<file path="src/rtl/chunked_serial_adder.sv">
// rtl/chunked_serial_adder.sv - multi-cycle A + B + Cin adder, CHUNK bits per clock
//
// Computes (A + B + Cin) over WIDTH bits, CHUNK bits per clock, with the carry
// held in a register between chunks. Valid/ready handshakes on both sides.
// Optional macro CHUNKED_SERIAL_ADDER_OVF_EN adds the signed overflow output Ovf.
//
// Ports:
//   clk        rising-edge clock
//   rst_n      synchronous active-low reset
//   in_valid   A, B, Cin valid            in_ready   block can accept operands
//   A, B       WIDTH-bit operands         Cin        carry in
//   out_valid  Sum/Cout valid             out_ready  consumer accepts result
//   Sum        (A + B + Cin) mod 2^WIDTH  Cout       carry out of bit WIDTH-1
//   busy       operation in progress
//   Ovf        two's-complement overflow (only with CHUNKED_SERIAL_ADDER_OVF_EN)

module chunked_serial_adder #(
    parameter int WIDTH = 32,
    parameter int CHUNK = 8
) (
    input  logic             clk,
    input  logic             rst_n,
    input  logic             in_valid,
    output logic             in_ready,
    input  logic [WIDTH-1:0] A,
    input  logic [WIDTH-1:0] B,
    input  logic             Cin,
    output logic             out_valid,
    input  logic             out_ready,
    output logic [WIDTH-1:0] Sum,
    output logic             Cout,
    output logic             busy
`ifdef CHUNKED_SERIAL_ADDER_OVF_EN
    ,
    output logic             Ovf
`endif
);

    localparam int NCHUNK = WIDTH / CHUNK;
    localparam int CW     = (NCHUNK > 1) ? $clog2(NCHUNK) : 1;
    localparam logic [CW-1:0]    LAST = CW'(NCHUNK - 1);
    localparam logic [WIDTH-1:0] MASK = WIDTH'({CHUNK{1'b1}});

    localparam logic [1:0] S_IDLE = 2'd0;
    localparam logic [1:0] S_RUN  = 2'd1;
    localparam logic [1:0] S_DONE = 2'd2;

    generate
        if (WIDTH % CHUNK != 0) begin : g_bad_width
            $error("chunked_serial_adder: WIDTH must be a multiple of CHUNK");
        end
    endgenerate

    logic [1:0]       state;
    logic [WIDTH-1:0] op_a;
    logic [WIDTH-1:0] op_b;
    logic [WIDTH-1:0] result;
    logic             carry;
    logic [CW-1:0]    count;

    logic [31:0]      base;
    logic [WIDTH-1:0] a_shift;
    logic [WIDTH-1:0] b_shift;
    logic [CHUNK-1:0] a_chunk;
    logic [CHUNK-1:0] b_chunk;
    logic [CHUNK:0]   chunk_sum;
    logic [WIDTH-1:0] result_next;

    // Current chunk is selected by shifting rather than indexed part-select so
    // the slice position stays a plain shift amount for any CHUNK/WIDTH pair.
    always_comb begin
        base        = CHUNK * 32'(count);
        a_shift     = op_a >> base;
        b_shift     = op_b >> base;
        a_chunk     = a_shift[CHUNK-1:0];
        b_chunk     = b_shift[CHUNK-1:0];
        chunk_sum   = {1'b0, a_chunk} + {1'b0, b_chunk} + {{CHUNK{1'b0}}, carry};
        result_next = (result & ~(MASK << base))
                    | (WIDTH'(chunk_sum[CHUNK-1:0]) << base);
    end

`ifdef CHUNKED_SERIAL_ADDER_OVF_EN
    logic ovf_next;
    // Carry into the MSB is recovered from the MSB sum bit; only meaningful
    // while the final chunk is being processed, which is the only time it is
    // captured.
    always_comb begin
        ovf_next = a_chunk[CHUNK-1] ^ b_chunk[CHUNK-1] ^ chunk_sum[CHUNK-1] ^ chunk_sum[CHUNK];
    end
`endif

    always_ff @(posedge clk) begin
        if (!rst_n) begin
            state  <= S_IDLE;
            op_a   <= '0;
            op_b   <= '0;
            result <= '0;
            carry  <= 1'b0;
            count  <= '0;
            Sum    <= '0;
            Cout   <= 1'b0;
`ifdef CHUNKED_SERIAL_ADDER_OVF_EN
            Ovf    <= 1'b0;
`endif
        end else begin
            case (state)
                S_IDLE: begin
                    if (in_valid) begin
                        op_a  <= A;
                        op_b  <= B;
                        carry <= Cin;
                        count <= '0;
                        state <= S_RUN;
                    end
                end
                S_RUN: begin
                    result <= result_next;
                    carry  <= chunk_sum[CHUNK];
                    count  <= count + CW'(1);
                    if (count == LAST) begin
                        state <= S_DONE;
                        Sum   <= result_next;
                        Cout  <= chunk_sum[CHUNK];
`ifdef CHUNKED_SERIAL_ADDER_OVF_EN
                        Ovf   <= ovf_next;
`endif
                    end
                end
                S_DONE: begin
                    if (out_ready) begin
                        state <= S_IDLE;
                    end
                end
                default: begin
                    state <= S_IDLE;
                end
            endcase
        end
    end

    assign in_ready  = (state == S_IDLE);
    assign busy      = (state == S_RUN);
    assign out_valid = (state == S_DONE);

endmodule

</file>
<file path="config.mk">
export PLATFORM = sky130hd
export DESIGN_NAME = chunked_serial_adder
export DESIGN_NICKNAME = d
export VERILOG_FILES = /design/src/rtl/chunked_serial_adder.sv
export SDC_FILE = /design/constraint.sdc
export NUM_CORES = 1
export LEC_CHECK = 0
export ABC_AREA = 1
export CAP_MARGIN = 20
export CORE_UTILIZATION = 50
export CTS_BUF_LIST = sky130_fd_sc_hd__clkbuf_8 sky130_fd_sc_hd__clkbuf_16
export CTS_CLUSTER_DIAMETER = 80
export DETAILED_ROUTE_END_ITERATION = 10
export PLACE_DENSITY_LB_ADDON = 0.08
export SYNTH_ARGS = -nofsm -noshare
export SYNTH_HDL_FRONTEND = slang
export SYNTH_SLANG_ARGS = --single-unit
</file>
<file path="constraint.sdc">
create_clock -name clk -period 3 [get_ports clk]
set_clock_uncertainty 0.05 [all_clocks]
set_input_delay 0.9 -clock clk [delete_from_list [all_inputs] [get_ports clk]]
set_output_delay 0.9 -clock clk [all_outputs]
set_load 0.01 [all_outputs]
</file>
==> out/results.md, run 1 <==
| Group | Quantity | Reported |
| --- | --- | --- |
| logic synthesis | Part of the Yosys area used for sequential elements | 0.439 |
| drt | Total number of vias | 5640 |
| placed design | Worst setup slack before clock tree synthesis | 0.328 ns |
| logic synthesis | Warnings from Yosys | 0 |
| global route | Wire length of the first global-routing pass | 24100 um |
| clocking | Clock-pin slew reported for the worst setup and hold paths after clock tree synthesis | 0.06 ns |
| logic synthesis | Post-synth design cell area | 0.00575 mm^2 |
| critical path | Classification of the worst setup path | reg -> reg |
| clocking | Latest clock arrival within the worst-skew pair | 0.41 ns |
| drt | First DRT Iteration DRCs | 403 |
| critical path | Data arrival at the endpoint of the critical path | 2.99 ns |
| drt | Final routed wire length divided by cell count | 14.0 um |
| final layout | Fraction of layout cells with a size suffix above 1 | 0.0663 |
| logic synthesis | Mapped Cells | 824 |
| global route | Number of antenna violations at the first check in global routing | 0 |
| floorplan | Width of the chip | 109 um |
| timing | Count of endpoints failing hold in the final timing report | 0 |
| critical path | Critical Path Slowest Stage Cell | fa_1 |
| outcome | Status | finished, final reports clean |
| logic synthesis | Number of flip-flops and latches in the synthesized netlist | 126 |
| power and ir drop | Sequential fraction of design power | 0.376 |
| logic synthesis | Compound-Gate Fraction of Synth Area | 0.182 |
| timing | Unrepaired setup endpoints after global routing | false |
| logic synthesis | Most instantiated flip-flop cell in the synthesis netlist | dfxtp_1 |
| drt | Residual DRC | 0 |
| critical path | Setup crit start kind | flip-flop |
| logic synthesis | Library cells used by synthesis | 28 |
| final layout | Area growth from synthesis to layout | 30.3% |
| critical path | Critical path peak fanout | 15 |
| clocking | Hold buffer count at CTS | 0 |
| power and ir drop | Switching part of the total power | 0.271 |
| logic synthesis | Top-count cell post-synth | nor2_1 |
| power and ir drop | Total net switching power | 0.00134 W |
| logic synthesis | Main combinational cell family by area after synthesis | simple AND/OR/NAND/NOR gates |
| drt | Routed via count divided by cell count | 5.32 |
| clocking | Deepest level of the CTS H-tree | 4 |
| logic synthesis | Adder and majority cell fraction of the synthesized area | 0.0309 |
| critical path | Worst endpoint required time | 3.26 ns |
| power and ir drop | Worst vdd rail ir drop | 0.545 mV |
| power and ir drop | Int Power | 0.00360 W |
| placed design | Number of buffer cells added on primary ports | 104 |
| drt | Number of routed nets with antenna violations | 0 |
| timing | Worst-margin pin slew | 0.633 ns |
| final layout | N_diodes | 0 |
| timing | Period utilisation layout | 0.908 |
| floorplan | Row Count | 38 |
| timing | Clock period minus worst slack | 2.72 ns |
| floorplan | Standard cell core area | 0.0110 mm^2 |
| global route | Remaining global-route overflow | 0 |
| timing | Max Transition Viols Final | 0 |
| critical path | Crit path largest cell delay | 0.41 ns |
| clocking | Cell chosen for the clock root | clkbuf_16 |
| critical path | Critical path endpoint category | flip-flop |
| power and ir drop | Total power per unit cell area | 659 mW/mm^2 |
| clocking | CTS tree | built |
| global route | Pin count of the biggest net entering global routing | 67 |
| drt | Count of TritonRoute iterations in the first routing pass | 6 |
| logic synthesis | Mean post-synth cell area | 6.98 um^2 |
| timing | Min setup slack post-route | 0.275 ns |
| floorplan | Vert. Die Dim | 109 um |
| floorplan | I/O pins | 105 |
| timing | Max Clk Rate | 0.367 GHz |
| critical path | Cell family with most CP delay | simple AND/OR/NAND/NOR gates |
| run | Total of max-cap violations | 0 |
| logic synthesis | Main area contributors after synthesis | dfxtp_1 (44%), nor2_1 (14%), o21ai_0 (9.7%) |
| placed design | Routability congestion estimate | 0.852 |
| logic synthesis | Net count after synthesis | 906 |
| logic synthesis | Portion of synthesized cell area occupied by the leading cell type | 0.439 |
| floorplan | Initial core utilization | 0.521 |
| logic synthesis | Number of enable flip-flop cells after synthesis | 0 |
| logic synthesis | Post-synthesis cell type with the largest combined area | dfxtp_1 |
| global route | Vias in the first global route | 5224 |
| timing | Worst slew slack as a fraction of its limit | 0.578 |
| power and ir drop | Gate power share | 0.175 |
| worst hold path | Hold/Removal Path Class | reg -> reg |
| drt | DRT Wirelength | 14800 um |
| critical path | Buffer and inverter count on the worst path | 3 |
| timing | Setup tns final | 0 ns |
| clocking | Post-CTS repair timing setup buffer count | 0 |
| power and ir drop | Total leakage power | 3.35 nW |
| clocking | Clock tree buffer depth | 2 |
| global route | GRT Total Usage | 0.260 |
| clocking | Inserted Clock Buffers | 17 |
| floorplan | Area enclosed by the die boundary | 0.0119 mm^2 |
| clocking | CTS Sinks | 126 |
| logic synthesis | Xor and xnor fraction of the mapped netlist area | 0.00435 |
| logic synthesis | Simple-Gate Fraction of Synth Area | 0.251 |
| critical path | Cell chain of the critical path | inv_1, buf_4, nor2_1, o22ai_1, fa_1, fa_1, nand2_1, nand2_1, nand3_1, nand3_1, nand4_1, nand3_1, nand2_1, inv_1 |
| clocking | Number of cells upsized or downsized after cts | 0 |
| logic synthesis | Post-synth top cells | nor2_1 (220), dfxtp_1 (126), o21ai_0 (111), nand2_1 (76), inv_1 (72) |
| final layout | Final #Nets | 989 |
| timing | Number of endpoints failing setup at the final stage | 0 |
| logic synthesis | Proportion of synthesized area in mux cells | 0 |
| placed design | HPWL after detailed placement | 10200 um |
| power and ir drop | Power share of the clock group | 0.449 |
| logic synthesis | Proportion of register bits with asynchronous set or reset after synthesis | 0 |
cell type report:
class	count	area, um^2
Tap cell	140	175
Clock buffer	21	480
Clock inverter	11	163
Timing Repair Buffer	122	1170
Inverter	76	285
Multi-Input combinational cell	564	2690
Sequential cell	126	2520
Fill cell	947	3540
flip-flops by register name, summed over array words and instances, names as in the netlist:
register,count
count,2
op_b,32
Sum,32
carry,1
state,2
result,24
op_a,32
Cout,1
routing by layer:
metal,wire [um],global-route usage
met3,870,0.0550
met5,0,0
met2,7040,0.419
met1,6510,0.331
met4,396,0.122
path summary, 6_finish.rpt:
kind,to,cells past startpoint,from,slack (ns)
setup / recovery,Sum[22],14,count[0],0.28
hold / removal,op_b[18],2,op_b[18],0.43
setup reg to reg,Sum[22],14,count[0],0.28
hold reg to reg,op_b[18],2,op_b[18],0.43
kinds of logic after synthesis:
kind of cell	Yosys count
AO/OA/AOI/OAI	191
XOR/XNOR	2
adder cells (fa/ha/maj)	13
buffers and inverters	134
flip-flops	126
AND/OR/NAND/NOR	358
through the flow:
step	util	total power, W	std cells	hold WS [ns]	cell area (um^2)
5_1_grt	0.679	0.00515	1060	0.436	7490
4_1_cts	0.679	0.00494	1060	0.429	7490
2_1_floorplan	-	0.00245	824	0.400	5750
3_3_place_gp	0.621	0.00271	1028	0.418	6850
3_5_place_dp	0.621	0.00273	1028	0.417	6850
6_report	0.679	0.00494	1060	0.431	7490
cell usage in the layout (no fill, tap or decap), types with 2 or more instances in the layout:
master	instances
a21oi_1	21
nor2_4	2
clkbuf_16	17
buf_4	18
inv_1	72
clkinv_2	3
nand2_1	75
o21ai_1	12
dfxtp_1	125
nand4_1	3
o21a_1	15
inv_2	4
o22ai_1	25
o21ai_0	111
ha_1	11
nand3_1	54
clkbuf_8	4
fa_1	2
o21bai_1	4
clkdlybuf4s50_1	103
nor2_1	220
clkinvlp_4	2
bufinv_16	4
power by group through the flow:
stage	clock network, W	logic [W]	registers (W)
floorplan	0	0.000584	0.00187
global placement	0	0.000825	0.00189
detailed placement	0	0.000846	0.00189
CTS	0.00223	0.000857	0.00185
global route	0.00231	0.000969	0.00187
finish	0.00222	0.000863	0.00186
tightest hold or removal path, cell delays in order (launching register included):
cell and delay, ns:
dfxtp_1 0.32, nor2_1 0.05, nor2_1 0.08
Power figures use the tool's default switching activity.
==> run 2, diff against run 1 <==
CORE_MARGIN = 2   (was default)
==> out/results.md, run 2 (synthesis gave the netlist of run 1 again) <==
| Group | Quantity | Reported |
| --- | --- | --- |
| final layout | Commonest non-fill, non-tap cell in the layout | nor2_1 |
| timing | Number of endpoints failing setup at the final stage | 0 |
| final layout | Most frequent cells in the layout | nor2_1 (220), dfxtp_1 (124), o21ai_0 (111) |
| critical path | Worst endpoint required time | 3.27 ns |
| placed design | Number of buffer cells added on primary ports | 104 |
| clocking | Clock tree buffer depth | 2 |
| final layout | Largest registers ranked by flip-flop count | Sum x32, op_a x32, op_b x32 |
| drt | Residual DRC | 0 |
| critical path | Source of the worst register-to-register timing path | count[1] |
| clocking | Post-CTS repair timing setup buffer count | 0 |
| drt | Routed via count divided by cell count | 5.33 |
| placed design | Routability congestion estimate | 0.884 |
| drt | DRT Wirelength | 15000 um |
| critical path | Critical path endpoint category | flip-flop |
| critical path | Critical path peak fanout | 33 |
| global route | Wire length of the first global-routing pass | 25000 um |
| power and ir drop | Total power per unit cell area | 623 mW/mm^2 |
| critical path | Crit path largest cell delay | 0.39 ns |
| timing | Period utilisation layout | 0.915 |
| timing | Max Transition Viols Final | 0 |
| final layout | Fraction of layout cells with a size suffix above 1 | 0.0622 |
| timing | Worst slew slack as a fraction of its limit | 0.648 |
| floorplan | I/O pins | 105 |
| timing | Final-layout worst hold slack | 0.429 ns |
| critical path | Critical path endpoint | result[7] |
| timing | Max Clk Rate | 0.364 GHz |
| critical path | Setup crit start kind | flip-flop |
| critical path | Logic depth of the worst register-to-register path | 15 |
| final layout | Final #Nets | 985 |
| clocking | CTS tree | built |
| placed design | Standard cell area after detailed placement | 0.00683 mm^2 |
| final layout | Area growth from synthesis to layout | 28.4% |
| clocking | CTS Sinks | 126 |
| final layout | Design area | 0.00738 mm^2 |
| placed design | HPWL after detailed placement | 10500 um |
| worst hold path | Hold/Removal Path Class | reg -> reg |
| clocking | Latest clock arrival within the worst-skew pair | 0.42 ns |
| timing | Clock period minus worst slack | 2.74 ns |
| global route | Remaining global-route overflow | 0 |
| clocking | Inserted Clock Buffers | 17 |
| global route | Pin count of the biggest net entering global routing | 65 |
| critical path | Data arrival at the endpoint of the critical path | 3.01 ns |
| clocking | Hold buffer count at CTS | 0 |
| critical path | Library cell appearing most often on the critical path | nand2_1 |
| drt | Number of routed nets with antenna violations | 0 |
| timing | Unrepaired setup endpoints after global routing | false |
| clocking | Cell chosen for the clock root | clkbuf_16 |
| critical path | Cell chain of the critical path | inv_1, buf_4, o21ai_0, o22ai_1, ha_1, nand2_1, inv_1, a21oi_1, nand2_1, nand2_1, nand2_1, nand3_1, nand3_1, nand2_1, inv_1 |
| run | Total of max-cap violations | 0 |
| floorplan | Row Count | 39 |
| critical path | Critical Path Slowest Stage Cell | dfxtp_2 |
| drt | Count of TritonRoute iterations in the first routing pass | 5 |
| timing | Count of endpoints failing hold in the final timing report | 0 |
| critical path | Classification of the worst setup path | reg -> reg |
| final layout | Utilization after layout | 0.652 |
| timing | Setup tns final | 0 ns |
| critical path | Cell family with most CP delay | simple AND/OR/NAND/NOR gates |
| drt | Final routed wire length divided by cell count | 14.1 um |
| critical path | Reg2Reg Setup Slack | 0.26 ns |
| critical path | Buffer and inverter count on the worst path | 4 |
| clocking | Clock-pin slew reported for the worst setup and hold paths after clock tree synthesis | 0.06 ns |
| outcome | Status | finished, final reports clean |
| floorplan | Area enclosed by the die boundary | 0.0124 mm^2 |
| floorplan | Vert. Die Dim | 111 um |
| global route | GRT Total Usage | 0.246 |
| drt | First DRT Iteration DRCs | 391 |
| global route | Number of antenna violations at the first check in global routing | 0 |
| floorplan | Standard cell core area | 0.0113 mm^2 |
| timing | Worst-margin pin slew | 0.528 ns |
| critical path | Critical path origin | count[1] |
| floorplan | Width of the chip | 111 um |
| clocking | Deepest level of the CTS H-tree | 4 |
| clocking | Number of cells upsized or downsized after cts | 0 |
| power and ir drop | Worst vdd rail ir drop | 0.294 mV |
| global route | Vias in the first global route | 5339 |
| critical path | Reg-to-Reg End | result[7] |
| power and ir drop | Total leakage power | 3.29 nW |
| final layout | N_diodes | 0 |
| critical path | Cell depth of the worst setup path | 15 |
| drt | Total number of vias | 5648 |
| floorplan | Initial core utilization | 0.508 |
-- run 2: changes by cell type in the layout (fill, tap and decap cells not counted), sizes merged --
cell / change
inv: +3
buf: -4
bufinv: -3
clkinvlp: +2
clkbuf: -3
clkinv: +1
-- run 2: metal layers --
metal	share of wire	GRT usage	vias up	wire length, um
li1	-	-	2820	-
met4	0.029	0.111	0	440
met1	0.43	0.311	2582	6520
met5	0	0	-	0
met3	0.056	0.0421	38	839
met2	0.48	0.411	208	7190
-- run 2: worst min-delay path by stage --
stage / end / cells past startpoint / startpoint
detailed placement: op_a[22] / 2 / op_a[22]
finish: op_a[22] / 2 / op_a[22]
global route: op_b[27] / 2 / op_b[27]
floorplan: op_a[10] / 2 / op_a[10]
global placement: op_a[19] / 2 / op_a[19]
CTS: op_a[22] / 2 / op_a[22]
-- run 2: where the power goes --
part / switching [W] / total [W] / internal [W]
clock network: 0.000743 / 0.00188 / 0.00114
logic: 0.000522 / 0.000859 / 0.000337
registers: 0.0000687 / 0.00186 / 0.00179
-- run 2: final cells by class --
type                    instances  area [um^2]
clock buffers                  18          439
clock inverters                14          105
fillers                      1004         3940
inverters                      76          285
multi-input cells             564         2690
flip-flops and latches        126         2520
well taps                     143          179
repair buffers                118         1150
-- run 2: tightest hold or removal path, cell delays in order, from the launching register on --
cell and delay (ns):
dfxtp_1 0.32, nor2_1 0.05, nor2_1 0.08
-- run 2: metrics by stage --
step	setup slack (ns)	instances	power [W]
after global routing	0.0660	1059	0.00479
after detailed placement	0.236	1027	0.00273
after CTS	0.215	1059	0.00461
final	0.255	1059	0.00460
after floorplan	0.309	824	0.00245
after global placement	0.343	1027	0.00271
==> run 3, diff against run 2 <==
clock period = 3.4 ns   (was 3 ns; I/O delays follow)
==> out/results.md, run 3 (synthesis gave the netlist of run 1 again) <==
| Group | Quantity | Reported |
| --- | --- | --- |
| outcome | Status | finished, final reports clean |
| drt | Number of routed nets with antenna violations | 0 |
| drt | Count of TritonRoute iterations in the first routing pass | 4 |
| clocking | Inserted Clock Buffers | 17 |
| final layout | Largest registers ranked by flip-flop count | Sum x32, op_a x32, op_b x32 |
| floorplan | Standard cell core area | 0.0113 mm^2 |
| clocking | Latest clock arrival within the worst-skew pair | 0.42 ns |
| timing | Period utilisation layout | 0.821 |
| floorplan | Vert. Die Dim | 111 um |
| power and ir drop | Total power per unit cell area | 579 mW/mm^2 |
| clocking | CTS Sinks | 126 |
| drt | Routed via count divided by cell count | 5.29 |
| timing | Worst slew slack as a fraction of its limit | 0.640 |
| critical path | Critical path origin | count[0] |
| clocking | Number of cells upsized or downsized after cts | 0 |
| global route | Vias in the first global route | 5173 |
| timing | Clock period minus worst slack | 2.79 ns |
| global route | GRT met3 Usage | 0.0519 |
| final layout | Commonest non-fill, non-tap cell in the layout | nor2_1 |
| drt | Residual DRC | 0 |
| critical path | Data arrival at the endpoint of the critical path | 3.11 ns |
| final layout | N_diodes | 0 |
| timing | Max Clk Rate | 0.358 GHz |
| final layout | Multi-input gate area in the final layout | 0.00269 mm^2 |
| worst hold path | Hold/Removal Path Class | reg -> reg |
| clocking | Cell chosen for the clock root | clkbuf_16 |
| final layout | Design area | 0.00742 mm^2 |
| drt | DRT Wirelength | 15000 um |
| timing | Max Transition Viols Final | 0 |
| floorplan | Row Count | 39 |
| timing | Number of endpoints failing setup at the final stage | 0 |
| floorplan | Width of the chip | 111 um |
| final layout | Sequential cell area | 0.00252 mm^2 |
| final layout | Count of placed standard cells in the final layout, fillers left out | 1056 |
| clocking | Hold buffer count at CTS | 0 |
| timing | Setup tns final | 0 ns |
| power and ir drop | Worst vdd rail ir drop | 0.257 mV |
| clocking | Post-CTS repair timing setup buffer count | 0 |
| critical path | Worst endpoint required time | 3.72 ns |
| final layout | Final #Nets | 982 |
| global route | GRT Total Usage | 0.242 |
| final layout | Most frequent cells in the layout | nor2_1 (220), dfxtp_1 (126), o21ai_0 (111) |
| final layout | Area growth from synthesis to layout | 29.2% |
| critical path | Source of the worst register-to-register timing path | count[0] |
| floorplan | I/O pins | 105 |
| floorplan | Area enclosed by the die boundary | 0.0124 mm^2 |
| timing | Worst-margin pin slew | 0.540 ns |
| drt | Final routed wire length divided by cell count | 14.2 um |
| critical path | Setup crit start kind | flip-flop |
| floorplan | Initial core utilization | 0.508 |
| power and ir drop | Total leakage power | 3.31 nW |
| clocking | Clock-pin slew reported for the worst setup and hold paths after clock tree synthesis | 0.06 ns |
| global route | GR met1 Demand/Resource | 0.306 |
| worst hold path | HP Start | op_b[13] |
| placed design | Worst setup slack before clock tree synthesis | 0.663 ns |
| clocking | Deepest level of the CTS H-tree | 4 |
| global route | Wire length of the first global-routing pass | 24400 um |
| drt | First DRT Iteration DRCs | 303 |
| placed design | Routability congestion estimate | 0.840 |
| timing | Final-layout worst hold slack | 0.436 ns |
| global route | Layer carrying the most global-route usage | met2 |
| drt | Total number of vias | 5582 |
| clocking | Clock tree buffer depth | 2 |
| global route | Remaining global-route overflow | 0 |
| placed design | Cell count after placement | 1024 |
| clocking | CTS tree | built |
| critical path | Critical path peak fanout | 47 |
| placed design | Standard cell area after detailed placement | 0.00680 mm^2 |
| timing | Count of endpoints failing hold in the final timing report | 0 |
| global route | Pin count of the biggest net entering global routing | 66 |
| critical path | Critical path endpoint category | flip-flop |
| timing | Min setup slack post-route | 0.608 ns |
| placed design | HPWL after detailed placement | 10100 um |
| run | Total of max-cap violations | 0 |
| placed design | Number of buffer cells added on primary ports | 104 |
| final layout | Fraction of layout cells with a size suffix above 1 | 0.0570 |
| critical path | Classification of the worst setup path | reg -> reg |
| timing | Unrepaired setup endpoints after global routing | false |
| global route | Number of antenna violations at the first check in global routing | 0 |
| final layout | Layout fillers | 988 |
| global route | Met2 Use GR | 0.404 |
run 3: changes by cell type in the layout (fill, tap and decap cells not counted), sizes merged:
cell,previous run,this run
buf,15,12
bufinv,1,4
clkbuf,18,19
clkinv,6,3
clkinvlp,4,3
run 3: final cells by class:
| cell class | instances | area share |
|---|---|---|
| well taps | 143 | 0.0241 |
| repair buffers | 115 | 0.151 |
| clock buffers | 19 | 0.0610 |
| clock inverters | 13 | 0.0233 |
| multi-input cells | 564 | 0.363 |
| inverters | 76 | 0.0384 |
| flip-flops and latches | 126 | 0.340 |
run 3: worst paths after layout:
| path | to | depth (start not counted) | slack, ns |
|---|---|---|---|
| max | Sum[20] | 13 | 0.61 |
| min | op_b[13] | 2 | 0.44 |
| max reg2reg | Sum[20] | 13 | 0.61 |
| min reg2reg | op_b[13] | 2 | 0.44 |
run 3: metrics by stage:
step / total power [W] / utilization
6_report: 0.00430 / 0.656
4_1_cts: 0.00431 / 0.656
3_5_place_dp: 0.00240 / 0.601
2_1_floorplan: 0.00216 / -
3_3_place_gp: 0.00238 / 0.601
5_1_grt: 0.00448 / 0.656
run 3: worst max-delay path, cell delays in order (launching register included):
cell and delay [ns]:
dfxtp_1 0.30, buf_4 0.27, o21ai_0 0.28, o22ai_1 0.13, fa_1 0.42, fa_1 0.39
nand2_1 0.12, nand2_1 0.08, nand2_1 0.08, xnor2_1 0.20, nand3_1 0.17, nand3_1 0.13
nand2_1 0.06, inv_1 0.04
run 3: where the power goes:
part           total (W)  switching (W)  leakage, nW  internal (W)
Combinational   0.000750       0.000459         1.96      0.000292
Clock            0.00192       0.000661        0.309       0.00125
Sequential       0.00163      0.0000553         1.04       0.00158
run 3: layer usage:
layer	vias to the layer above	routed length [um]
met5	-	0
li1	2813	-
met3	29	737
met1	2566	6640
met4	0	331
met2	174	7280
